$ cat src/rtl/instruction_fetch_if.sv
// Fetch-stage bus: program-counter/program-load inputs, flush, and the
// decode-facing valid/ready queue head plus status.
interface instruction_fetch_if #(
    parameter int DATA_W = 16,
    parameter int QDEPTH = 4
);
    localparam int CW = $clog2(QDEPTH) + 1;

    logic [7:0]        pc;
    logic              fetch_en;
    logic              imem_we;
    logic [7:0]        imem_waddr;
    logic [DATA_W-1:0] imem_wdata;
    logic              flush;
    logic              id_ready;
    logic [DATA_W-1:0] instr;
    logic [7:0]        instr_pc;
    logic              instr_valid;
    logic [CW-1:0]     q_count;
    logic              overflow;

    modport master (
        output pc, fetch_en, imem_we, imem_waddr, imem_wdata, flush, id_ready,
        input  instr, instr_pc, instr_valid, q_count, overflow
    );

    modport slave (
        input  pc, fetch_en, imem_we, imem_waddr, imem_wdata, flush, id_ready,
        output instr, instr_pc, instr_valid, q_count, overflow
    );
endinterface

$ cat src/rtl/instruction_fetch.sv
// Instruction fetch: synchronous 256-word imem, one registered read stage,
// and a small FIFO of {instr, pc} pairs drained by decode.
module instruction_fetch #(
    parameter int DATA_W = 16,
    parameter int QDEPTH = 4
) (
    input  logic                clk,
    input  logic                rst,
    instruction_fetch_if.slave  bus
);
    localparam int PW = $clog2(QDEPTH);
    localparam int CW = PW + 1;

    logic [DATA_W-1:0] mem [256];
    logic [DATA_W-1:0] rd_data_q;
    logic [7:0]        rd_pc_q;
    logic              rd_valid_q, rd_valid_d;

    logic [DATA_W-1:0] qdata_q [QDEPTH];
    logic [7:0]        qpc_q   [QDEPTH];
    logic [PW-1:0]     head_q, head_d, tail_q, tail_d;
    logic [CW-1:0]     count_q, count_d;
    logic              overflow_q, overflow_d;

    logic push_req, pop, full, push, drop;

    // Memory and read data carry no reset so the array maps onto block RAM;
    // the registered read sees pre-write contents on a same-address write.
    always_ff @(posedge clk) begin
        if (bus.imem_we) begin
            mem[bus.imem_waddr] <= bus.imem_wdata;
        end
        rd_data_q <= mem[bus.pc];
        rd_pc_q   <= bus.pc;
    end

    assign full     = (count_q == CW'(QDEPTH));
    assign push_req = rd_valid_q & ~bus.flush;
    assign pop      = (count_q != '0) & bus.id_ready & ~bus.flush;
    assign push     = push_req & (~full | pop);
    assign drop     = push_req & full & ~pop;

    always_comb begin
        rd_valid_d = bus.fetch_en & ~bus.flush;
        head_d     = head_q;
        tail_d     = tail_q;
        count_d    = count_q;
        overflow_d = overflow_q;
        if (bus.flush) begin
            head_d     = '0;
            tail_d     = '0;
            count_d    = '0;
            overflow_d = 1'b0;
        end else begin
            head_d     = pop  ? head_q + PW'(1) : head_q;
            tail_d     = push ? tail_q + PW'(1) : tail_q;
            count_d    = count_q + CW'(push) - CW'(pop);
            overflow_d = overflow_q | drop;
        end
    end

    always_ff @(posedge clk or posedge rst) begin
        if (rst) begin
            rd_valid_q <= 1'b0;
            head_q     <= '0;
            tail_q     <= '0;
            count_q    <= '0;
            overflow_q <= 1'b0;
        end else begin
            rd_valid_q <= rd_valid_d;
            head_q     <= head_d;
            tail_q     <= tail_d;
            count_q    <= count_d;
            overflow_q <= overflow_d;
        end
    end

    generate
        for (genvar gi = 0; gi < QDEPTH; gi++) begin : g_entry
            always_ff @(posedge clk) begin
                if (push && (tail_q == PW'(gi))) begin
                    qdata_q[gi] <= rd_data_q;
                    qpc_q[gi]   <= rd_pc_q;
                end
            end
        end
    endgenerate

    // Entry storage is never cleared, so the head is masked while empty.
    assign bus.instr_valid = (count_q != '0);
    assign bus.instr       = bus.instr_valid ? qdata_q[head_q] : '0;
    assign bus.instr_pc    = bus.instr_valid ? qpc_q[head_q]   : '0;
    assign bus.q_count     = count_q;
    assign bus.overflow    = overflow_q;
endmodule

$ cat src/flat_wrapper.sv
// flat-port wrapper written by rule: the top's interface ports become plain ports
module instruction_fetch_flat 
#(
    parameter int DATA_W = 16,
    parameter int QDEPTH = 4
)
  (clk, rst, bus_pc, bus_fetch_en, bus_imem_we, bus_imem_waddr, bus_imem_wdata, bus_flush, bus_id_ready, bus_instr, bus_instr_pc, bus_instr_valid, bus_q_count, bus_overflow);
  instruction_fetch_if #(.DATA_W(DATA_W), .QDEPTH(QDEPTH)) bus_i ();
  input  logic clk;
  input  logic rst;
  input wire logic [$bits(bus_i.pc)-1:0] bus_pc;
  input wire logic [$bits(bus_i.fetch_en)-1:0] bus_fetch_en;
  input wire logic [$bits(bus_i.imem_we)-1:0] bus_imem_we;
  input wire logic [$bits(bus_i.imem_waddr)-1:0] bus_imem_waddr;
  input wire logic [$bits(bus_i.imem_wdata)-1:0] bus_imem_wdata;
  input wire logic [$bits(bus_i.flush)-1:0] bus_flush;
  input wire logic [$bits(bus_i.id_ready)-1:0] bus_id_ready;
  output wire logic [$bits(bus_i.instr)-1:0] bus_instr;
  output wire logic [$bits(bus_i.instr_pc)-1:0] bus_instr_pc;
  output wire logic [$bits(bus_i.instr_valid)-1:0] bus_instr_valid;
  output wire logic [$bits(bus_i.q_count)-1:0] bus_q_count;
  output wire logic [$bits(bus_i.overflow)-1:0] bus_overflow;
  assign bus_i.pc = bus_pc;
  assign bus_i.fetch_en = bus_fetch_en;
  assign bus_i.imem_we = bus_imem_we;
  assign bus_i.imem_waddr = bus_imem_waddr;
  assign bus_i.imem_wdata = bus_imem_wdata;
  assign bus_i.flush = bus_flush;
  assign bus_i.id_ready = bus_id_ready;
  assign bus_instr = bus_i.instr;
  assign bus_instr_pc = bus_i.instr_pc;
  assign bus_instr_valid = bus_i.instr_valid;
  assign bus_q_count = bus_i.q_count;
  assign bus_overflow = bus_i.overflow;
  instruction_fetch #(.DATA_W(DATA_W), .QDEPTH(QDEPTH)) u_core (.clk(clk), .rst(rst), .bus(bus_i));
endmodule
$ cat config.mk
export PLATFORM = sky130hd
export DESIGN_NAME = instruction_fetch_flat
export DESIGN_NICKNAME = d
export VERILOG_FILES = /design/src/rtl/instruction_fetch_if.sv /design/src/rtl/instruction_fetch.sv /design/src/flat_wrapper.sv
export SDC_FILE = /design/constraint.sdc
export NUM_CORES = 2
export LEC_CHECK = 0
export CAP_MARGIN = 20
export CORE_ASPECT_RATIO = 1.5
export CORE_MARGIN = 10
export CORE_UTILIZATION = 55
export DETAILED_ROUTE_END_ITERATION = 8
export PLACE_DENSITY = 0.8
export RECOVER_POWER = 50
export SETUP_SLACK_MARGIN = 0.2
export SLEW_MARGIN = 20
export SYNTH_ARGS = -nofsm -noshare
export SYNTH_HDL_FRONTEND = slang
export SYNTH_MEMORY_MAX_BITS = 65536
export SYNTH_SLANG_ARGS = --single-unit
$ cat constraint.sdc
create_clock -name clk -period 7 [get_ports clk]
set_input_delay 0.7 -clock clk [delete_from_list [all_inputs] [get_ports clk]]
set_output_delay 0.7 -clock clk [all_outputs]
set_load 0.1 [all_outputs]
=== After elaboration in Yosys (flattened, before gate mapping) ===
Memory sizes are Yosys's and may differ from the RTL's. A register that Yosys moved wholly into a read port is not among the register bits.
Index checks and enable logic that the tools add are counted.

* Memory bits (writable): 4192
* Output and inout bits: 29
* Memories: 3
* Bits in registers: 17
* Input port bits: 38
* Word-level logic and storage cells: 79

{| class="wikitable"
|+ Memories
! name !! words !! width !! rd ports !! clocked after Yosys merged registers in !! wr ports !! RTL line !! text
|-
| u_core.mem || 256 || 16 || 1 || 1 || 1 || instruction_fetch.sv:14 || <nowiki>logic [DATA_W-1:0] mem [256];</nowiki>
|-
| u_core.qdata_q || 4 || 16 || 1 || 0 || 1 || instruction_fetch.sv:19 || <nowiki>logic [DATA_W-1:0] qdata_q [QDEPTH];</nowiki>
|-
| u_core.qpc_q || 4 || 8 || 1 || 0 || 1 || instruction_fetch.sv:20 || <nowiki>logic [7:0] qpc_q [QDEPTH];</nowiki>
|}

* Bitwise operators: 12
* Mux-type cells: 36
* Reduce and logical (&&, ||, !) cells: 14
* Add/subtract/negate cells: 4
* Equal/unequal tests: 4

{| class="wikitable"
|+ Operators with widths
! kind !! count
|-
| 16-bit two-way mux || 4
|-
| 16-bit OR reduction || 3
|-
| 8-bit two-way mux || 4
|-
| 8-bit OR reduction || 3
|-
| 2-bit two-way mux || 10
|-
| 1-bit two-way mux || 17
|-
| 1-bit AND || 7
|-
| 2-bit by 1-bit adder with 2-bit output (second input constant) || 2
|-
| 2-bit equality test (second input constant) || 2
|-
| 1-bit logical AND || 4
|-
| 2-bit nonzero test || 2
|-
| 3-bit by 1-bit adder with 3-bit output || 1
|-
| 3-bit equality test (second input constant) || 1
|-
| 3-bit two-way mux || 1
|-
| 1-bit NOT || 3
|-
| 3-bit nonzero test || 1
|-
| 3-bit by 1-bit subtractor with 3-bit output || 1
|-
| 2-bit by 1-bit equality test with 1-bit output (second input constant) || 1
|-
| 2-bit logical NOT || 1
|-
| 1-bit bitwise OR || 2
|}

=== Longest topological paths before layout ===
* Word-level depth: 12
* Gate-level depth with buffers: 12
* Mapped depth without buffers: 11

=== Worst setup path before layout ===
Ideal clock, no wire load.

* Path kind: register to output
* Start point: reg u_core.count_q[1] (netlist: u_core.bus.q_count[1])
* End point: out bus_instr[10]
* Path slack: 3.042 ns
* Arrival time: 3.258 ns
* Data required time: 6.300 ns
* Cell stages (with the launch flop): 5
* Cells stage by stage: dfrtp_1 or3_1 clkbuf_1 clkbuf_1 and2_1

* Longest elaborated chain between the ends: 2

{| class="wikitable"
|+ Ends and longest elaborated chain
! what !! RTL line !! text
|-
| start: declaration || instruction_fetch.sv:22 || <nowiki>logic [CW-1:0] count_q, count_d;</nowiki>
|-
| start signal: assignment || instruction_fetch.sv:73 || <nowiki>count_q <= count_d;</nowiki>
|-
| 3-bit nonzero test || instruction_fetch.sv:90 || <nowiki>assign bus.instr_valid = (count_q != '0);</nowiki>
|-
| net bus_instr_valid || flat_wrapper.sv:20 || <nowiki>output wire logic [$bits(bus_i.instr_valid)-1:0] bus_instr_valid;</nowiki>
|-
| 16-bit two-way mux || instruction_fetch.sv:91 || <nowiki>assign bus.instr = bus.instr_valid ? qdata_q[head_q] : '0;</nowiki>
|-
| end: declaration || flat_wrapper.sv:18 || <nowiki>output wire logic [$bits(bus_i.instr)-1:0] bus_instr;</nowiki>
|}

The timed path passes the listed nets, and every way through them passes these cells.

=== Final worst setup path ===
* Start point: in bus_imem_wdata[10]
* End point: mem u_core.mem[109][10] (data pin)

{| class="wikitable"
|+ RTL lines
! what !! RTL line !! text
|-
| start: declaration || flat_wrapper.sv:15 || <nowiki>input wire logic [$bits(bus_i.imem_wdata)-1:0] bus_imem_wdata;</nowiki>
|-
| end: declaration || instruction_fetch.sv:14 ||
|}

Straight into the memory's write port.

==> impl_metrics.ini <==
[run_status]
status = finished with violations
violations = capacitance limit, slew limit

[layout]
area_delta_synth_final_pct = 11.4
final_cells = 12200
layout-drive-gt1-share_pct = 23.9
nets = 8020
fin_area_sq_um = 182000

[sta]
max_freq_mhz = 188
tightest_slew_ps = 5890
final.period_utilization_pct = 76.0
setup_viol = 0
final_hold_viol_count = 0
finalSetupTns_ps = 0
report.final.slew_viol_count = 1872
slew_headroom_pct = -293
fin_crit_ps = 5320
skew_ps = 37.7
rsz0062_at_grt = no
hold_slack_ps = 228

[synth]
ys_warn_count = 0
yosys-top-cells-count = edfxtp_1, mux4_2, mux2i_1
yosysTopAreaCell = edfxtp_1
ys_ff_latch = 4225
syn_area_sq_um = 163000
synth.most_common_cell = edfxtp_1
synth.top_cell.area_share_pct = 77.2
synth_edf_count = 4192
synthFlopType = edfxtp_1
synth_area_leaders = edfxtp_1, mux4_2, mux2i_1, nor2_1, o221ai_1
synth_area_per_cell_sq_um = 21.6
syn_nets = 7615
syn_inst = 7570
synth_cell_types = 65
async_flop_share_pct = 0.213
yosysSeqAreaShare_pct = 77.6

[route]
routed_wl_mm = 445
drc = 0
vias = 84200
first_pass_iters = 9
wl_per_cell_microns = 36.4
postRouteAntennaNets = 0
via_per_inst = 6.89
first_iter_violations = 13000

[power]
ir_worst_vdd_mv = 0.221
p_comb_share_pct = 6.6
switching_share_pct = 22.1
internal-power_mw = 40.4
total_leakage_power_nw = 57.2
p_sw_mw = 11.4
power_frac_clock_pct = 39.3
seqPwrFrac_pct = 54.1
p_per_area_nw_per_um2 = 285

[critical_path]
cp.arrival_ps = 5860
r2r_end = u_core.rd_data_q[13]$_DFF_P_
crit_required_ps = 7540
cp-startpoint = bus_imem_wdata[10]
reg2reg_setup_slack_ps = 3670
critPathTopFamily = buffers and inverters
start_kind = primary input
max_stage_delay_ps = 3740
rr_worst_depth = 7
cp_slowest_cell = clkbuf_1
crit_type = in2reg
cp_cell_sequence = clkbuf_1, buf_4
r2r_start = u_core.mem[99][13]$_DFFE_PP_
critPathBufInv = 2
crit_fanout = 107
cp-end-kind = flip-flop

[cts]
cts_setup_buffers = 0
hold_buffers = 0
cts_num_sinks = 4225
cts_tree = done
htree_num_levels = 5
numCtsBuffers = 360
worstSkewPairLatency_ps = 910
cts_resized = 0
clockRootBuffer = clkbuf_16
clk_pin_slew_ps = 70
clock_path_buffers = 4

[floorplanning]
die_area_sq_um = 319000
rows = 244
die_h_microns = 687
core_sq_um = 295000
die_width_microns = 465
initial_core_util_pct = 55.3
io_pins = 67

[placement]
place_hpwl_mm = 262
dp_cells = 11500
port_buffers = 66
gp_congestion = 0.953
postPlaceCellArea_sq_um = 170000

[global_route]
grt_max_degree = 205
grt_pass1_vias = 84700
grt_busiest_layer = met2
met1_usage_pct = 32.1
antenna_found_initial = 28
grt_pass1_wl_mm = 632
globalRouteTotalUtil_pct = 27.4
met2_usage_pct = 44.9
overflow = 0
met3_usage_pct = 5.86

[worst_hold_path]
hold_class = in2async

[flow_run]
drv_cap = 27
flip-flops by register name (all words and copies together), names as in the netlist:
register	cells
u_core.bus.q_count	3
u_core.rd_data_q	16
u_core.mem	4096
u_core.rd_valid_q	1
u_core.rd_pc_q	8
u_core.tail_q	2
u_core.qpc_q	32
u_core.head_q	2
u_core.qdata_q	64
u_core.bus.overflow	1
worst max path at each step:
stage,end,slack (ps),cells past startpoint
6_report,u_core.mem[109][10]$_DFFE_PP_,1680,2
5_1_grt,u_core.mem[82][10]$_DFFE_PP_,1330,2
3_5_place_dp,u_core.rd_data_q[12]$_DFF_P_,2170,9
3_3_place_gp,u_core.rd_data_q[0]$_DFF_P_,1730,9
4_1_cts,bus_instr[0],2660,3
2_1_floorplan,bus_instr[10],3040,4
final cells by class:
cell class,instances,area (sq um)
fillers,18800,113000
clock inverters,214,2300
flip-flops and latches,4225,127000
clock buffers,435,9580
multi-input cells,2882,34200
diodes,26,65.1
repair buffers,496,4180
inverters,10,50.0
well taps,3936,4920
layer usage:
metal | share of wire (%) | wire (microns) | vias to the layer above
met3 | 11 | 46900 | 1475
met1 | 31 | 138000 | 43400
li1 | - | - | 32800
met2 | 49 | 219000 | 6567
met5 | 0.028 | 123 | -
met4 | 9.3 | 41600 | 20
power by group through the flow:
stage,Clock (mW),Sequential (mW),Combinational (mW)
finish,20.4,28.0,3.41
global route,21.4,28.0,3.52
CTS,20.5,28.0,3.38
detailed placement,0,28.5,3.35
global placement,0,28.5,3.26
floorplan,0,28.5,2.00
metrics by stage:
stage | total power [mW] | worst slack [ps] | util [%]
after CTS | 51.9 | 2660 | 61.7
final | 51.8 | 1680 | 61.7
after detailed placement | 31.9 | 2170 | 57.6
after global placement | 31.8 | 1730 | 57.6
after floorplan | 30.5 | 3040 | -
after global routing | 52.9 | 1330 | 61.6
layout by cell type, fill, tap and decap left out, types with 68 or more instances in the layout:
master / count
a21oi_1: 88
mux4_2: 852
mux2i_1: 478
a221oi_1: 96
nor2_1: 342
o22ai_1: 161
nor3_1: 112
clkinv_2: 68
o221ai_1: 142
clkbuf_1: 87
mux2_2: 110
buf_4: 377
edfxtp_1: 4192
clkbuf_16: 370
cells by family (layout without fill, tap and decap cells):
| family | count (synthesis) | after routing | synth area share (%) |
|---|---|---|---|
| simple gates | 716 | 716 | 2.04 |
| mux | 1440 | 1440 | 15.5 |
| fa+ha+maj | 7 | 7 | 0.0583 |
| buf+inv | 463 | 1155 | 1.65 |
| other cells | 0 | 26 | 0 |
| compound gates | 714 | 714 | 3.19 |
| flops | 4225 | 4225 | 77.6 |
| xor+xnor | 5 | 5 | 0.0268 |
(Power assumes the default switching activity.)
